## src/rtl/counter_base_b_multi.sv

```systemverilog
// N-digit base-BASE up/down counter. Digits are binary fields chained by an
// explicit base-BASE carry/borrow. Parallel load sanitises digits, eu cascades, wrap is sticky.
module counter_base_b_multi #(
    parameter int  BASE   = 3,
    parameter int  DIGITS = 4,
    localparam int DW     = ($clog2(BASE) < 1) ? 1 : $clog2(BASE)
) (
    input  logic                 clock,
    input  logic                 reset,
    input  logic                 ei,
    input  logic                 dir,
    input  logic                 load,
    input  logic [DIGITS*DW-1:0] din,
    output logic [DIGITS*DW-1:0] q,
    output logic                 eu,
    output logic                 wrap,
    output logic                 ld_err
);
    localparam logic [DW-1:0] DIG_MAX  = DW'(BASE - 1);
    localparam logic [DW-1:0] DIG_ZERO = {DW{1'b0}};
    localparam logic [DW-1:0] DIG_ONE  = DW'(1);

    logic [DIGITS*DW-1:0] cnt_q;
    logic [DIGITS*DW-1:0] cnt_d;
    logic                 wrap_q;
    logic                 wrap_d;
    logic                 ld_err_q;
    logic                 ld_err_d;
    logic [DIGITS:0]      carry_s;
    logic [DIGITS*DW-1:0] load_val_s;
    logic                 load_bad_s;

    // Carry/borrow chain: digit k steps only when every lower digit sits at its boundary.
    always_comb begin
        carry_s    = {(DIGITS+1){1'b0}};
        carry_s[0] = ei;
        for (int k = 0; k < DIGITS; k++) begin
            if (dir) begin
                carry_s[k+1] = carry_s[k] & (cnt_q[k*DW +: DW] == DIG_ZERO);
            end else begin
                carry_s[k+1] = carry_s[k] & (cnt_q[k*DW +: DW] == DIG_MAX);
            end
        end
    end

    // Load sanitiser: out-of-range digits become 0 and flag an error.
    always_comb begin
        load_val_s = {(DIGITS*DW){1'b0}};
        load_bad_s = 1'b0;
        for (int k = 0; k < DIGITS; k++) begin
            if (32'(din[k*DW +: DW]) < 32'(BASE)) begin
                load_val_s[k*DW +: DW] = din[k*DW +: DW];
            end else begin
                load_bad_s = 1'b1;
            end
        end
    end

    // Next-state: load has priority over counting, counting over hold.
    always_comb begin
        cnt_d    = cnt_q;
        wrap_d   = wrap_q;
        ld_err_d = 1'b0;
        if (load) begin
            cnt_d    = load_val_s;
            wrap_d   = 1'b0;
            ld_err_d = load_bad_s;
        end else if (ei) begin
            for (int k = 0; k < DIGITS; k++) begin
                if (!carry_s[k]) begin
                    cnt_d[k*DW +: DW] = cnt_q[k*DW +: DW];
                end else if (dir) begin
                    cnt_d[k*DW +: DW] = (cnt_q[k*DW +: DW] == DIG_ZERO) ? DIG_MAX
                                                                       : cnt_q[k*DW +: DW] - DIG_ONE;
                end else begin
                    cnt_d[k*DW +: DW] = (cnt_q[k*DW +: DW] == DIG_MAX) ? DIG_ZERO
                                                                      : cnt_q[k*DW +: DW] + DIG_ONE;
                end
            end
            // A carry leaving the top digit means the whole counter wrapped.
            if (carry_s[DIGITS]) begin
                wrap_d = 1'b1;
            end else begin
                wrap_d = wrap_q;
            end
        end else begin
            cnt_d  = cnt_q;
            wrap_d = wrap_q;
        end
    end

    // State register with asynchronous reset.
    always_ff @(posedge clock or posedge reset) begin
        if (reset) begin
            cnt_q    <= {(DIGITS*DW){1'b0}};
            wrap_q   <= 1'b0;
            ld_err_q <= 1'b0;
        end else begin
            cnt_q    <= cnt_d;
            wrap_q   <= wrap_d;
            ld_err_q <= ld_err_d;
        end
    end

    assign q      = cnt_q;
    assign wrap   = wrap_q;
    assign ld_err = ld_err_q;
    assign eu     = carry_s[DIGITS] & ~load;

endmodule
```

## config.mk

```make
export PLATFORM = sky130hd
export DESIGN_NAME = counter_base_b_multi
export DESIGN_NICKNAME = d
export VERILOG_FILES = /design/src/rtl/counter_base_b_multi.sv
export SDC_FILE = /design/constraint.sdc
export NUM_CORES = 1
export LEC_CHECK = 0
export CORE_MARGIN = 2
export CORE_UTILIZATION = 48
export CTS_CLUSTER_DIAMETER = 40
export DETAILED_ROUTE_END_ITERATION = 8
export GPL_ROUTABILITY_DRIVEN = 0
export PLACE_DENSITY = 0.79
export SYNTH_ARGS = -nofsm -noshare
export SYNTH_HDL_FRONTEND = slang
export SYNTH_SLANG_ARGS = --single-unit
```

## constraint.sdc

```tcl
create_clock -name clock -period 2.2 [get_ports clock]
set_input_delay 0.22 -clock clock [delete_from_list [all_inputs] [get_ports clock]]
set_output_delay 0.22 -clock clock [all_outputs]
set_load 0.01 [all_outputs]
```

Yosys cells after proc, flatten, opt, wreduce, memory -nomap -nowiden:

Index checks and enable logic that the tools add are counted.

* flip-flop bits (word level): 10
* input port bits: 13
* output and inout port bits: 11

* add/sub/neg operators: 8
* magnitude comparators: 4
* eq/ne operators: 4
* multiplexer cells: 33
* bitwise logic cells: 10
* reductions and logical operators: 13

Operator list (count)
* 2-to-1 mux 2 bit: 19
* 2-to-1 mux 8 bit: 2
* 2-to-1 mux 1 bit: 12
* nonzero test 2 bit: 5
* AND 1 bit: 9
* adder 2 x 1 -> 2 bit, second input constant: 4
* == test 2 bit, second input constant: 4
* logical NOT 2 bit: 4
* less-than comparator 2 bit, second input constant: 4
* AND reduction 2 bit: 4
* subtractor 2 x 1 -> 2 bit, second input constant: 4
* NOT 1 bit: 1

Longest topological paths before layout:

* depth in word-level cells: 12
* gate-level depth with buffers: 6
* depth with buffers taken out: 6

Worst setup path after synthesis:

No wires, ideal clock.

* path kind: flip-flop to flip-flop
* start point: reg cnt_q[0], in the netlist q[0]
* end point: reg cnt_q[3], in the netlist q[3]
* setup time: 0.128 ns
* data arrival time: 1.465 ns
* required time: 2.072 ns
* path slack: 0.608 ns
* cell stages (with the launch flop): 6
* buffers on the path: 0
* clock period less this slack: 1.592 ns
* cell sequence: dfrtp_1 inv_1 ha_1 mux2_4 a21oi_2 mux2_1

* cells in the longest elaborated chain, start to end: 5
* elaborated cells between the ends (all ways): 7

RTL lines
* from (decl): RTL line 23 `logic [DIGITS*DW-1:0] cnt_q;`
* from (signal assigned): RTL line 95 `cnt_q <= {(DIGITS*DW){1'b0}};`
* from (signal assigned): RTL line 99 `cnt_q <= cnt_d;`
* == test 2 bit or logical NOT 2 bit (tied branches): RTL line 41, 39
* AND 1 bit (on tied branches): RTL line 41, 39
* 2-to-1 mux 1 bit (*): RTL line 38 `if (dir) begin`
* nonzero test 2 bit (no line) (*)
* AND reduction 2 bit (no line) (*)

Every way passes the cells marked *; elsewhere a longest branch is shown, timed or not.
A chain may end at the register's enable or synchronous reset.

Final worst setup path:

* start point: in dir
* end point: reg cnt_q[3], in the netlist q[3]

* cells in the longest elaborated chain, start to end: 4
* elaborated cells between the ends (all ways): 7

RTL lines
* from (decl): RTL line 11 `input logic dir,`
* 2-to-1 mux 2 bit: RTL line 72 `end else if (dir) begin`
* 2-to-1 mux 2 bit: RTL line 70 `if (!carry_s[k]) begin`
* 2-to-1 mux 8 bit: RTL line 68 `end else if (ei) begin`
* 2-to-1 mux 8 bit: RTL line 64 `if (load) begin`

Parallel ways exist; a longest one is shown, timed or not. The select of a mux whose other input is x is not followed.

==> metrics.md <==
| Metric | Value |
|---|---|
| Most frequent cells in the layout | clkdlybuf4s50_1, ha_1, dfrtp_1 |
| Drc violations | 0 |
| Clk network pwr share | 0.189 |
| Cell row count | 16 |
| Largest net degree at the start of global routing | 20 |
| Worst slew margin | 0.7584 |
| Crit path max-delay family | buffers and inverters |
| Antenna diodes | 0 |
| Die Span X | 48.34 microns |
| Synth area leaders | dfrtp_1, ha_1, mux2i_1 |
| DRT iter0 DRCs | 7 |
| Clock Sinks | 10 |
| GRT Total Usage | 0.1917 |
| First-pass GRT wire length | 3.581 mm |
| Most common cell after layout, fill and taps aside | clkdlybuf4s50_1 |
| Crit Path Category | input port to register |
| Htree depth | 1 |
| Number of antenna violations at the first check in global routing | 0 |
| Die area | 2336 sq um |
| Root Buffer Master | clkbuf_4 |
| Max Cap Viol | 0 |
| WL/cell | 12.98 microns |
| PwrDens | 493.9 nW/um^2 |
| Critical path's largest stage delay | 610 ps |
| Vias/cell | 5.314 |
| Sw Ratio | 0.3392 |
| Router iterations before antenna repair | 4 |
| Synthesis-to-finish area growth | 30.50% |
| Leak | 0.5787 nW |
| Hold WC Path Type | input port to async pin |
| CP max-delay cell | clkdlybuf4s50_1 |
| Post-DP HPWL | 1.673 mm |
| Num CTS Buffers | 3 |
| Unique masters post-synth | 25 |
| CP Buf/Inv Count | 2 |
| Fmax | 562.5 MHz |
| Maximum clock insertion buffer count | 2 |
| Startpoint Class | input port |
| Fin worst setup slack | 422.2 ps |
| Final period util | 0.8081 |
| # nets final | 161 |
| Syn nets | 133 |
| RSZ-0062 raised after global routing | no |
| CTS tree | built |
| Die height | 48.34 microns |
| Hold Violations, Final | 0 |
| R2r endpoint | q[3] |
| Vias in the first global route | 808 |
| Mapped Area | 943.4 sq um |
| Critical Path AT | 1910 ps |
| Antenna-violating nets left | 0 |
| Final TNS setup | 0 ps |
| Worst reg2reg startpoint | q[1] |
| Buffers added on ports | 23 |
| Placed Instances | 150 |
| Proportion of netlist area held by the largest area contributor | 0.2653 |
| VDD IR-drop max | 0.0002848 V |
| Later-pin clock latency in the skew report | 250 ps |
| Area leader, netlist | dfrtp_1 |
| Final setup viols | 0 |
| R2r worst-path depth | 5 |
| Clk_skew | 0.9824 ps |
| Slew Viols, Final | 0 |
| Reg2reg setup slack | 570 ps |
| Critical Path Sink Type | register |
| Net Sw Power | 206.3 uW |
| Fin cells | 153 |
| IO Count | 24 |
| Flop pwr share | 0.383 |
| Initial Util | 0.4961 |
| Outcome | finished, final reports clean |
| Synth Register Bits | 10 |
| Grt ovf | 0 |
| Critical Path Fanout Max | 10 |
| Comb power frac | 0.428 |
| Dpl ws | 138.1 ps |
| Vias | 813 |
| # fillers | 163 |
| Power Internal | 401.9 uW |
| Worst slew pin tran | 362.0 ps |
| Post-synthesis sequential area ratio | 0.2653 |
| Critical Path RT | 2340 ps |
| Yosys warns | 0 |
| Worst hold margin | 237.0 ps |
| Ratio of cells with drive above 1 in the final layout | 0.1190 |
| Mapped Cells | 100 |
| Drt total wl | 1.986 mm |
| Min Clock Period, post-route | 1778 ps |
| Core area | 1902 sq um |
| Worst-path clk slew | 60 ps |
| Avg Cell Area, Syn | 9.434 sq um |
| CP Cell Sequence | clkdlybuf4s50_1, buf_4, mux2_4, a21oi_2, mux2_1 |
[flip-flops by register name, indices dropped and copies added, names as in the netlist]
name,flops
ld_err,1
q,8
wrap,1
[final cells by class]
| class | instances | area, sq um | share of cell area |
|---|---|---|---|
| multi-input combinational | 74 | 616.8 | 0.5010 |
| inverter | 12 | 45.04 | 0.03659 |
| tap | 27 | 33.78 | 0.02744 |
| sequential | 10 | 250.2 | 0.2033 |
| timing repair buffer | 27 | 262.8 | 0.2134 |
| clock buffer | 3 | 22.52 | 0.01829 |
[routing by layer]
metal / vias up / track usage / wire, microns
li1: 394 / - / -
met1: 388 / 0.2455 / 905
met2: 27 / 0.3287 / 963
met3: 4 / 0.02469 / 83
met4: 0 / 0.07619 / 34
met5: - / 0 / 0
[synth_stat cells (all sizes together)]
library cell  instances
ha                   20
inv                  12
dfrtp                10
mux2i                 9
nand2                 9
o21ai                 9
mux2                  4
nand3b                4
a21oi                 3
buf                   3
nor2                  3
o22ai                 3
a22oi                 2
nand2b                2
nand3                 2
a21boi                1
a31oi                 1
clkbuf                1
nand4                 1
nand4b                1
[cell families after synthesis]
group,share of synthesized area
AO/OA/AOI/OAI,0.1220
multiplexers,0.1472
adder cells (fa/ha/maj),0.2653
flip-flops,0.2653
AND/OR/NAND/NOR,0.1194
buffers and inverters,0.08089
[power groups by stage]
stage | clock [mW] | sequential (mW) | combinational, mW
2_1_floorplan | 0 | 0.239 | 0.138
3_3_place_gp | 0 | 0.232 | 0.247
3_5_place_dp | 0 | 0.235 | 0.261
4_1_cts | 0.119 | 0.232 | 0.263
5_1_grt | 0.131 | 0.237 | 0.292
6_report | 0.115 | 0.233 | 0.260
[per-stage QoR]
step                      power, mW  utilization  cell area [sq um]
final                        0.6081       0.6474               1231
after global routing         0.6591       0.6474               1231
after CTS                    0.6142       0.6461               1229
after detailed placement     0.4951       0.6342               1206
after global placement       0.4794       0.6342               1206
after floorplan              0.3767            -              943.4
[what timing repair did]
action,4_1_cts,5_1_grt
setup buffers,0,0
hold buffers,0,0
gates cloned,0,0
endpoints found under the setup margin,1,1
gates resized for setup,2,3
[worst max-delay path by stage]
stage	start	to	slack, ps	cells after the start
floorplan	q[0]	q[3]	610	5
global placement	dir	eu	170	6
detailed placement	dir	eu	140	6
CTS	q[2]	eu	10	7
global route	q[0]	eu	270	7
finish	dir	q[3]	420	5
Note: power is estimated with default switching activity, not from simulation.
